[src/rtl/ntt_bank_mapper.sv]
// ntt_bank_mapper
//   Sits behind the NTT address generator. Each valid cycle it takes one
//   radix-16 group (16 lane indices plus the stage number), maps every index
//   to a memory bank (radix-16 digit sum mod 16) and an in-bank address, then
//   builds the bank-side read crossbar and the lane-side write-back
//   permutation. Two-stage pipeline, no stall. Flags bank conflicts and
//   out-of-range indices (sticky) and counts groups within a stage.
//
// Ports
//   clk_i          clock
//   rst_i          synchronous active-high reset
//   in_valid_i     group valid
//   in_order_i     lane k index at [k*D_WIDTH +: D_WIDTH]
//   in_stage_i     stage number of this group
//   in_done_i      one-cycle pulse after the last group of the last stage
//   out_valid_o    mapped group valid (two cycles after in_valid_i)
//   bank_addr_o    bank b read address at [b*ADDR_W +: ADDR_W]
//   bank_lane_o    lane whose index landed in bank b, at [b*4 +: 4]
//   lane_bank_o    bank assigned to lane k, at [k*4 +: 4]
//   out_stage_o    stage number aligned with out_valid_o
//   out_done_o     in_done_i delayed two cycles
//   grp_cnt_o      group number within the current stage
//   stage_last_o   pulses with out_valid_o on the last group of a stage
//   conflict_err_o sticky: two lanes of one group hit the same bank
//   range_err_o    sticky: an index had bits set at or above LOGN
module ntt_bank_mapper #(
  parameter int D_WIDTH = 12,
  parameter int LOGN    = 12,
  parameter int LANES   = 16,
  parameter int ADDR_W  = LOGN - 4
) (
  input  logic                      clk_i,
  input  logic                      rst_i,
  input  logic                      in_valid_i,
  input  logic [LANES*D_WIDTH-1:0]  in_order_i,
  input  logic [D_WIDTH-1:0]        in_stage_i,
  input  logic                      in_done_i,
  output logic                      out_valid_o,
  output logic [LANES*ADDR_W-1:0]   bank_addr_o,
  output logic [LANES*4-1:0]        bank_lane_o,
  output logic [LANES*4-1:0]        lane_bank_o,
  output logic [D_WIDTH-1:0]        out_stage_o,
  output logic                      out_done_o,
  output logic [ADDR_W-1:0]         grp_cnt_o,
  output logic                      stage_last_o,
  output logic                      conflict_err_o,
  output logic                      range_err_o
);

  localparam int DIGITS = LOGN / 4;

  // ---------------- S1: per-lane bank / address mapping ----------------
  logic [3:0]        bank_d [LANES];
  logic [ADDR_W-1:0] addr_d [LANES];
  logic [LANES-1:0]  hi_d;

  for (genvar k = 0; k < LANES; k++) begin : g_lane
    logic [D_WIDTH-1:0] raw;
    logic [LOGN-1:0]    idx;
    logic [3:0]         dsum;

    assign raw = in_order_i[k*D_WIDTH +: D_WIDTH];
    assign idx = raw[LOGN-1:0];

    // Truncating the full-width digit sum to 4 bits is the same as
    // accumulating modulo 16, so the accumulator is kept 4 bits wide.
    always_comb begin
      dsum = 4'd0;
      for (int i = 0; i < DIGITS; i++) begin
        dsum = dsum + idx[4*i +: 4];
      end
    end

    assign bank_d[k] = dsum;
    assign addr_d[k] = idx[LOGN-1:4];
    // Shifting by the full width yields zero, so this also covers D_WIDTH == LOGN.
    assign hi_d[k]   = (raw >> LOGN) != '0;
  end

  logic              s1_valid_q;
  logic              s1_done_q;
  logic [D_WIDTH-1:0] s1_stage_q;
  logic [3:0]        s1_bank_q [LANES];
  logic [ADDR_W-1:0] s1_addr_q [LANES];
  logic              range_err_q;

  always_ff @(posedge clk_i) begin
    if (rst_i) begin
      s1_valid_q  <= 1'b0;
      s1_done_q   <= 1'b0;
      s1_stage_q  <= '0;
      range_err_q <= 1'b0;
      for (int k = 0; k < LANES; k++) begin
        s1_bank_q[k] <= '0;
        s1_addr_q[k] <= '0;
      end
    end else begin
      s1_valid_q <= in_valid_i;
      s1_done_q  <= in_done_i;
      if (in_valid_i) begin
        s1_stage_q <= in_stage_i;
        for (int k = 0; k < LANES; k++) begin
          s1_bank_q[k] <= bank_d[k];
          s1_addr_q[k] <= addr_d[k];
        end
        if (|hi_d) range_err_q <= 1'b1;
      end
    end
  end

  // ---------------- S2: crossbar, conflict check, group count ----------------
  logic [3:0]        xb_lane_d [LANES];
  logic [ADDR_W-1:0] xb_addr_d [LANES];
  logic [LANES-1:0]  used_d;

  always_comb begin
    used_d = '0;
    for (int b = 0; b < LANES; b++) begin
      xb_lane_d[b] = '0;
      xb_addr_d[b] = '0;
      // Scan from the top so the lowest matching lane is the last write.
      for (int k = LANES - 1; k >= 0; k--) begin
        if (s1_bank_q[k] == 4'(b)) begin
          xb_lane_d[b] = 4'(k);
          xb_addr_d[b] = s1_addr_q[k];
        end
      end
    end
    for (int k = 0; k < LANES; k++) begin
      used_d[s1_bank_q[k]] = 1'b1;
    end
  end

  logic [ADDR_W-1:0]  cnt_q;
  logic [D_WIDTH-1:0] prev_stage_q;
  logic [ADDR_W-1:0]  grp_eff;

  // A group whose stage differs from the previous valid group restarts at 0.
  assign grp_eff = (s1_stage_q != prev_stage_q) ? '0 : cnt_q;

  logic              out_valid_q;
  logic              out_done_q;
  logic              stage_last_q;
  logic              conflict_err_q;
  logic [D_WIDTH-1:0] out_stage_q;
  logic [ADDR_W-1:0] grp_cnt_q;
  logic [3:0]        bank_lane_q [LANES];
  logic [ADDR_W-1:0] bank_addr_q [LANES];
  logic [3:0]        lane_bank_q [LANES];

  always_ff @(posedge clk_i) begin
    if (rst_i) begin
      out_valid_q    <= 1'b0;
      out_done_q     <= 1'b0;
      stage_last_q   <= 1'b0;
      conflict_err_q <= 1'b0;
      out_stage_q    <= '0;
      grp_cnt_q      <= '0;
      cnt_q          <= '0;
      prev_stage_q   <= '0;
      for (int b = 0; b < LANES; b++) begin
        bank_lane_q[b] <= '0;
        bank_addr_q[b] <= '0;
        lane_bank_q[b] <= '0;
      end
    end else begin
      out_valid_q  <= s1_valid_q;
      out_done_q   <= s1_done_q;
      stage_last_q <= s1_valid_q && (grp_eff == '1);
      if (s1_valid_q) begin
        out_stage_q  <= s1_stage_q;
        prev_stage_q <= s1_stage_q;
        grp_cnt_q    <= grp_eff;
        for (int b = 0; b < LANES; b++) begin
          bank_lane_q[b] <= xb_lane_d[b];
          bank_addr_q[b] <= xb_addr_d[b];
          lane_bank_q[b] <= s1_bank_q[b];
        end
        // 16 lanes into 16 banks are distinct exactly when every bank is hit.
        if (!(&used_d)) conflict_err_q <= 1'b1;
      end else if (s1_done_q) begin
        grp_cnt_q <= '0;
      end
      if (s1_done_q) begin
        cnt_q <= '0;
      end else if (s1_valid_q) begin
        cnt_q <= grp_eff + 1'b1;
      end
    end
  end

  for (genvar b = 0; b < LANES; b++) begin : g_out
    assign bank_addr_o[b*ADDR_W +: ADDR_W] = bank_addr_q[b];
    assign bank_lane_o[b*4 +: 4]           = bank_lane_q[b];
    assign lane_bank_o[b*4 +: 4]           = lane_bank_q[b];
  end

  assign out_valid_o    = out_valid_q;
  assign out_stage_o    = out_stage_q;
  assign out_done_o     = out_done_q;
  assign grp_cnt_o      = grp_cnt_q;
  assign stage_last_o   = stage_last_q;
  assign conflict_err_o = conflict_err_q;
  assign range_err_o    = range_err_q;

endmodule

[config.mk]
export PLATFORM = sky130hd
export DESIGN_NAME = ntt_bank_mapper
export DESIGN_NICKNAME = d
export VERILOG_FILES = /design/src/rtl/ntt_bank_mapper.sv
export SDC_FILE = /design/constraint.sdc
export NUM_CORES = 2
export LEC_CHECK = 0
export CAP_MARGIN = 20
export CELL_PAD_IN_SITES_DETAIL_PLACEMENT = 1
export CELL_PAD_IN_SITES_GLOBAL_PLACEMENT = 1
export CORE_MARGIN = 2
export CORE_UTILIZATION = 30
export DETAILED_ROUTE_END_ITERATION = 8
export PLACE_DENSITY = 0.66
export REMOVE_ABC_BUFFERS = 1
export SLEW_MARGIN = 20
export SYNTH_ARGS = -nofsm -noshare
export SYNTH_HDL_FRONTEND = slang
export SYNTH_SLANG_ARGS = --single-unit
[constraint.sdc]
create_clock -name clk_i -period 8.8 [get_ports clk_i]
set_clock_uncertainty 0.05 [all_clocks]
set_input_delay 1.32 -clock clk_i [delete_from_list [all_inputs] [get_ports clk_i]]
set_output_delay 1.32 -clock clk_i [all_outputs]
set_load 0.005 [all_outputs]
=== Yosys cells after proc, flatten, opt, wreduce, memory -nomap -nowiden ===
Memory sizes are Yosys's and may differ from the RTL's.
Cells that the tools add are included.

* Register bits: 46
* RAM bits: 448
* Bits of input ports: 208
* Output and inout bits: 281
* Word-level logic and storage cells: 1090
* Memories kept: 5

{| class="wikitable"
|+ Memory list
! memory !! depth !! width !! read ports !! clocked after Yosys merged registers in !! write ports !! RTL line !! text
|-
| bank_addr_q || 16 || 8 || 16 || 0 || 16 || 148 || <nowiki>logic [ADDR_W-1:0] bank_addr_q [LANES];</nowiki>
|-
| s1_addr_q || 16 || 8 || 16 || 0 || 16 || 84 || <nowiki>logic [ADDR_W-1:0] s1_addr_q [LANES];</nowiki>
|-
| bank_lane_q || 16 || 4 || 16 || 0 || 16 || 147 || <nowiki>logic [3:0] bank_lane_q [LANES];</nowiki>
|-
| lane_bank_q || 16 || 4 || 16 || 0 || 16 || 149 || <nowiki>logic [3:0] lane_bank_q [LANES];</nowiki>
|-
| s1_bank_q || 16 || 4 || 16 || 0 || 16 || 83 || <nowiki>logic [3:0] s1_bank_q [LANES];</nowiki>
|}

* $add $sub $neg: 33
* Order comparisons: 32
* Equality and inequality tests: 242
* Multiplexer cells: 635
* Bitwise logic cells: 96
* Reductions and logical operators: 37

{| class="wikitable"
|+ Operator list
! cell !! number
|-
| 8-bit two-way mux || 291
|-
| 4-bit two-way mux || 304
|-
| 4-bit == test, second input constant || 128
|-
| 4-bit by 3-bit == test with 1-bit output, second input constant || 64
|-
| 16-bit bitwise OR || 15
|-
| 4-bit adder || 32
|-
| 4-bit by 2-bit == test with 1-bit output, second input constant || 32
|-
| 4-bit by 5-bit less-than comparator with 1-bit output, second input constant || 16
|-
| 1-bit bitwise OR || 80
|-
| 1-bit demux with 4-bit select || 16
|-
| 4-bit by 1-bit == test with 1-bit output, second input constant || 16
|-
| 4-bit by 1-bit >= comparator with 1-bit output, second input constant || 16
|-
| 4-bit zero test || 16
|-
| 1-bit two-way mux || 24
|-
| 1-bit logical AND || 17
|-
| 16-bit AND reduction || 1
|-
| 12-bit inequality test || 1
|-
| 8-bit by 1-bit adder with 8-bit output, second input constant || 1
|-
| 8-bit == test, second input constant || 1
|-
| 2-bit AND reduction || 1
|-
| 2-bit nonzero test || 1
|-
| 2-bit OR reduction || 1
|-
| 1-bit inverter || 1
|}

=== Depth between registers and ports, before layout ===
An unclocked memory read counts as a cell.

* Depth in word-level cells: 23
* Gate-level depth with buffers: 11
* Depth with buffers taken out: 11

=== Worst setup path before layout ===
OpenSTA, ideal clock, no wires.

* Path kind: input -> register
* Start point: input port rst_i
* End point: memory bank_addr_q[0][0] in the netlist's numbering, enable pin
* Setup time: 511 ps
* Arrival time: 4994 ps
* Data required time: 8239 ps
* Setup slack: 3245 ps
* Cell stages on the path: 3
* Path buffers: 2
* Cells stage by stage: clkbuf_1 > clkbuf_1 > or2_2

{| class="wikitable"
|+ RTL lines
! what !! RTL line !! text
|-
| from (decl) || 33 || <nowiki>input logic rst_i,</nowiki>
|-
| to (decl) || 148 ||
|}

==> impl_metrics.csv <==
group,metric,value,unit
floorplanning,die_h,386,microns
power_and_ir_drop,p_total,10.7,mW
synth,syn_inst,5557,
power_and_ir_drop,powerDensity,202,nW/um^2
detailed_routing,drt_iter0_markers,8646,
clocking,cts_tree,"built",
floorplanning,die_w,386,microns
synth,synth_flop_cell,"edfxtp_1",
placed_design,placedInstanceArea,51200,sq um
cells_and_area,regArea,14400,sq um
min_path,hold_start,"cnt_q[7]$_SDFFE_PP0P_",
clocking,cts-root-buf,"clkbuf_16",
clocking,insertion_delay,0.74,ns
detailed_routing,drc_errors,1,
cells_and_area,stdcell_count,7791,
global_routing,grt_first_pass_wirelength,436000,microns
critical_path,critical_path_class,"register to register",
detailed_routing,wl_per_cell,42.0,microns
synth,netlist_area,43900,sq um
floorplanning,io_pins,489,
min_path,worstHoldPathCells,2,
synth,synth_edf_count,448,
outcome,run_status,"finished with violations",
critical_path,crit_path_max_fanout,18,
placed_design,place_hpwl,236000,microns
synth,avgSynthCellArea,7.89,sq um
sta,period_needed,4.41,ns
detailed_routing,ant_nets,0,
min_path,min_to,"grp_cnt_o[7]$_SDFFE_PP0P_",
floorplanning,die_area,149000,sq um
cells_and_area,multi_input_area,26800,sq um
critical_path,reg2reg_to,"bank_addr_q[0][32]$_SDFFCE_PN0P_",
sta,drv_slew,0,
detailed_routing,first_pass_iters,9,
global_routing,grt_max_degree,145,
clocking,clock_path_buffers,3,
cells_and_area,final_cell_area,53200,sq um
critical_path,reg2reg_depth,9,
detailed_routing,num_vias,54400,
sta,hold_ws,0.439,ns
sta,min_period_over_period,50.2,%
sta,worst_pin_slew,1.31,ns
synth,synth-seq-cells,494,
clocking,cts_setup_buffers,0,
floorplanning,initial_utilization,30.2,%
clocking,cts_resized,0,
detailed_routing,totalWireLength,327000,microns
clocking,cts_buffers,60,
synth,synth.most_common_cell,"nor2_1",
sta,setup_violations,0,
placed_design,gp_congestion,1.08,
cells_and_area,fill_cells,17200,
min_path,hp-class,"register to register",
synth,synth.area.top_cells,"edfxtp_1 (31%), nor2_1 (5.6%), o21ai_0 (5.1%), a21oi_1 (5.0%), nand2_1 (4.6%)",
power_and_ir_drop,ir_drop,165,uV
sta,fmax,0.227,GHz
global_routing,grt-ovfl-total,0,
synth,synth_top_area_share,30.7,%
clocking,htreeDepth,2,
cells_and_area,layout.nets,6111,
synth,ys.warnings.count,0,
synth,synth_sequential_area_ratio,32.8,%
critical_path,rrSetupSlack,4.39,ns
cells_and_area,syn2layout_area_growth,21.3,%
clocking,clkTransAtPathRegs,0.07,ns
placed_design,place_inst,7676,
placed_design,io_buffers,487,
sta,final_hold_viol_count,0,
floorplanning,row_count,140,
synth,ys_async_sr_fraction,0,%
synth,yosysTopAreaCell,"edfxtp_1",
sta,rsz0062_at_grt,"false",
detailed_routing,vias_per_cell,6.99,
critical_path,reg2reg_from,"s1_bank_q[15][1]$_SDFFCE_PP0P_",
global_routing,grt_pass1_vias,52600,
floorplanning,coreArea,145000,sq um
power_and_ir_drop,leakagePower,18.8,nW
outcome,failed_checks,"DRC",
critical_path,critical_path_required,9.27,ns
critical_path,cp.arrival,4.88,ns
synth,ys_types,95,
sta,slew_headroom,12.1,%
cells_and_area,drive_gt1_share,8.60,%
critical_path,worstSetupStartpointType,"register",
global_routing,globalRouteTotalUtil,42.1,%
job,drv_cap,0,
clocking,postCtsHoldBufs,0,
critical_path,endpoint_kind,"register",
sta,final.setup.tns,0,ns
clocking,cts_num_sinks,494,
global_routing,antenna_found_initial,21,
synth,synthTopCellsByCount,"nor2_1 (650), nand2_1 (536), o21ai_0 (449)",
-- logic make-up after synthesis --
kind of cell               share of synthesized area, %
AOI/OAI and AO/OA                                  30.0
buffers and inverters                              6.48
and+or+nand+nor                                    25.3
other                                           0.00855
xor gates and xnor gates                           1.52
muxes                                             0.593
DFF                                                32.8
adders and majority gates                          3.41
-- worst max path at each step --
stage | to | cells after the start | slack [ns] | startpoint
after CTS | bank_addr_q[1][52]$_SDFFCE_PP0P_ | 8 | 4.75 | s1_bank_q[14][2]$_SDFFCE_PP0P_
after floorplan | bank_addr_q[0][49]$_SDFFCE_PN0P_ | 7 | 3.68 | rst_i
after detailed placement | bank_addr_q[0][49]$_SDFFCE_PN0P_ | 9 | 4.45 | rst_i
final | bank_addr_q[0][32]$_SDFFCE_PN0P_ | 9 | 4.39 | s1_bank_q[15][1]$_SDFFCE_PP0P_
after global placement | conflict_err_o$_SDFFE_PP0P_ | 8 | 4.36 | s1_bank_q[6][0]$_SDFFCE_PN0P_
after global routing | bank_addr_q[0][34]$_SDFFCE_PN0P_ | 9 | 4.34 | s1_bank_q[15][1]$_SDFFCE_PP0P_
-- routing by layer --
metal	vias to the layer above	GRT usage (%)	share of wire, %
met5	-	0	0.038
met4	20	28.8	8.5
met3	1118	11.3	12
met2	4403	62.0	42
met1	27200	53.6	38
li1	21700	-	-
-- layout make-up --
class,instances,area share [%]
Multi-Input combinational cell,4354,50.4
Inverter,122,0.863
Sequential cell,494,27.0
Antenna cell,3,0.0141
Tap cell,1917,4.51
Timing Repair Buffer,790,13.5
Clock buffer,68,2.88
Clock inverter,43,0.781
-- critical path: stages, from the launching register on --
cell and delay [ns]:
edfxtp_1 0.37, buf_4 0.21, nor4b_1 0.90, nor2b_1 0.61
a221oi_1 0.16, o21ai_0 0.23, o211ai_1 0.28, a21oi_1 0.89
o221ai_1 0.29, o21ai_0 0.24
-- power breakdown --
part           leakage (nW)  internal [mW]  switching (mW)
clock network         0.945           1.38            1.19
logic                  12.6           1.46            3.75
registers              5.24           2.83           0.138
total                  18.8           5.67            5.07
-- cells in the final DEF, fill, tap and decap left out, types with 20 or more instances in the layout --
cell type and count:
nor2_1 647, nand2_1 534, clkdlybuf4s50_1 486, o21ai_0 448, edfxtp_1 448, a21oi_1 440, buf_4 299, a221oi_1 219
nand3_1 190, nor3_1 176, o22ai_1 149, o221ai_1 135, inv_1 119, nor2b_1 119, and2_1 116, o211ai_1 105
xnor2_1 76, a22oi_1 71, fa_1 64, clkbuf_16 60, nand2b_1 56, a31oi_1 55, nand4_1 53, a211oi_1 53
a221o_1 51, dfxtp_1 46, o2111ai_1 41, nor4_1 37, a2111oi_0 34, or3_1 32, mux2i_1 26, nand4bb_1 25
o31ai_1 23, nor4bb_1 22, nand4b_1 20
-- metrics by stage --
step                      worst slack [ns]  util, %
final                                 4.39     36.6
after CTS                             4.75     36.6
after global routing                  4.34     36.6
after global placement                4.36     35.2
after floorplan                       3.68        -
after detailed placement              4.45     35.2
-- state kept, by name, summed over array words and instances (netlist names), 8 cells and up --
name	cells
bank_lane_q	64
s1_stage_q	12
cnt_q	8
bank_addr_q	128
grp_cnt_o	8
s1_bank_q	64
lane_bank_q	64
out_stage_o	12
s1_addr_q	128
No activity file was read; power rests on OpenSTA's default activity.
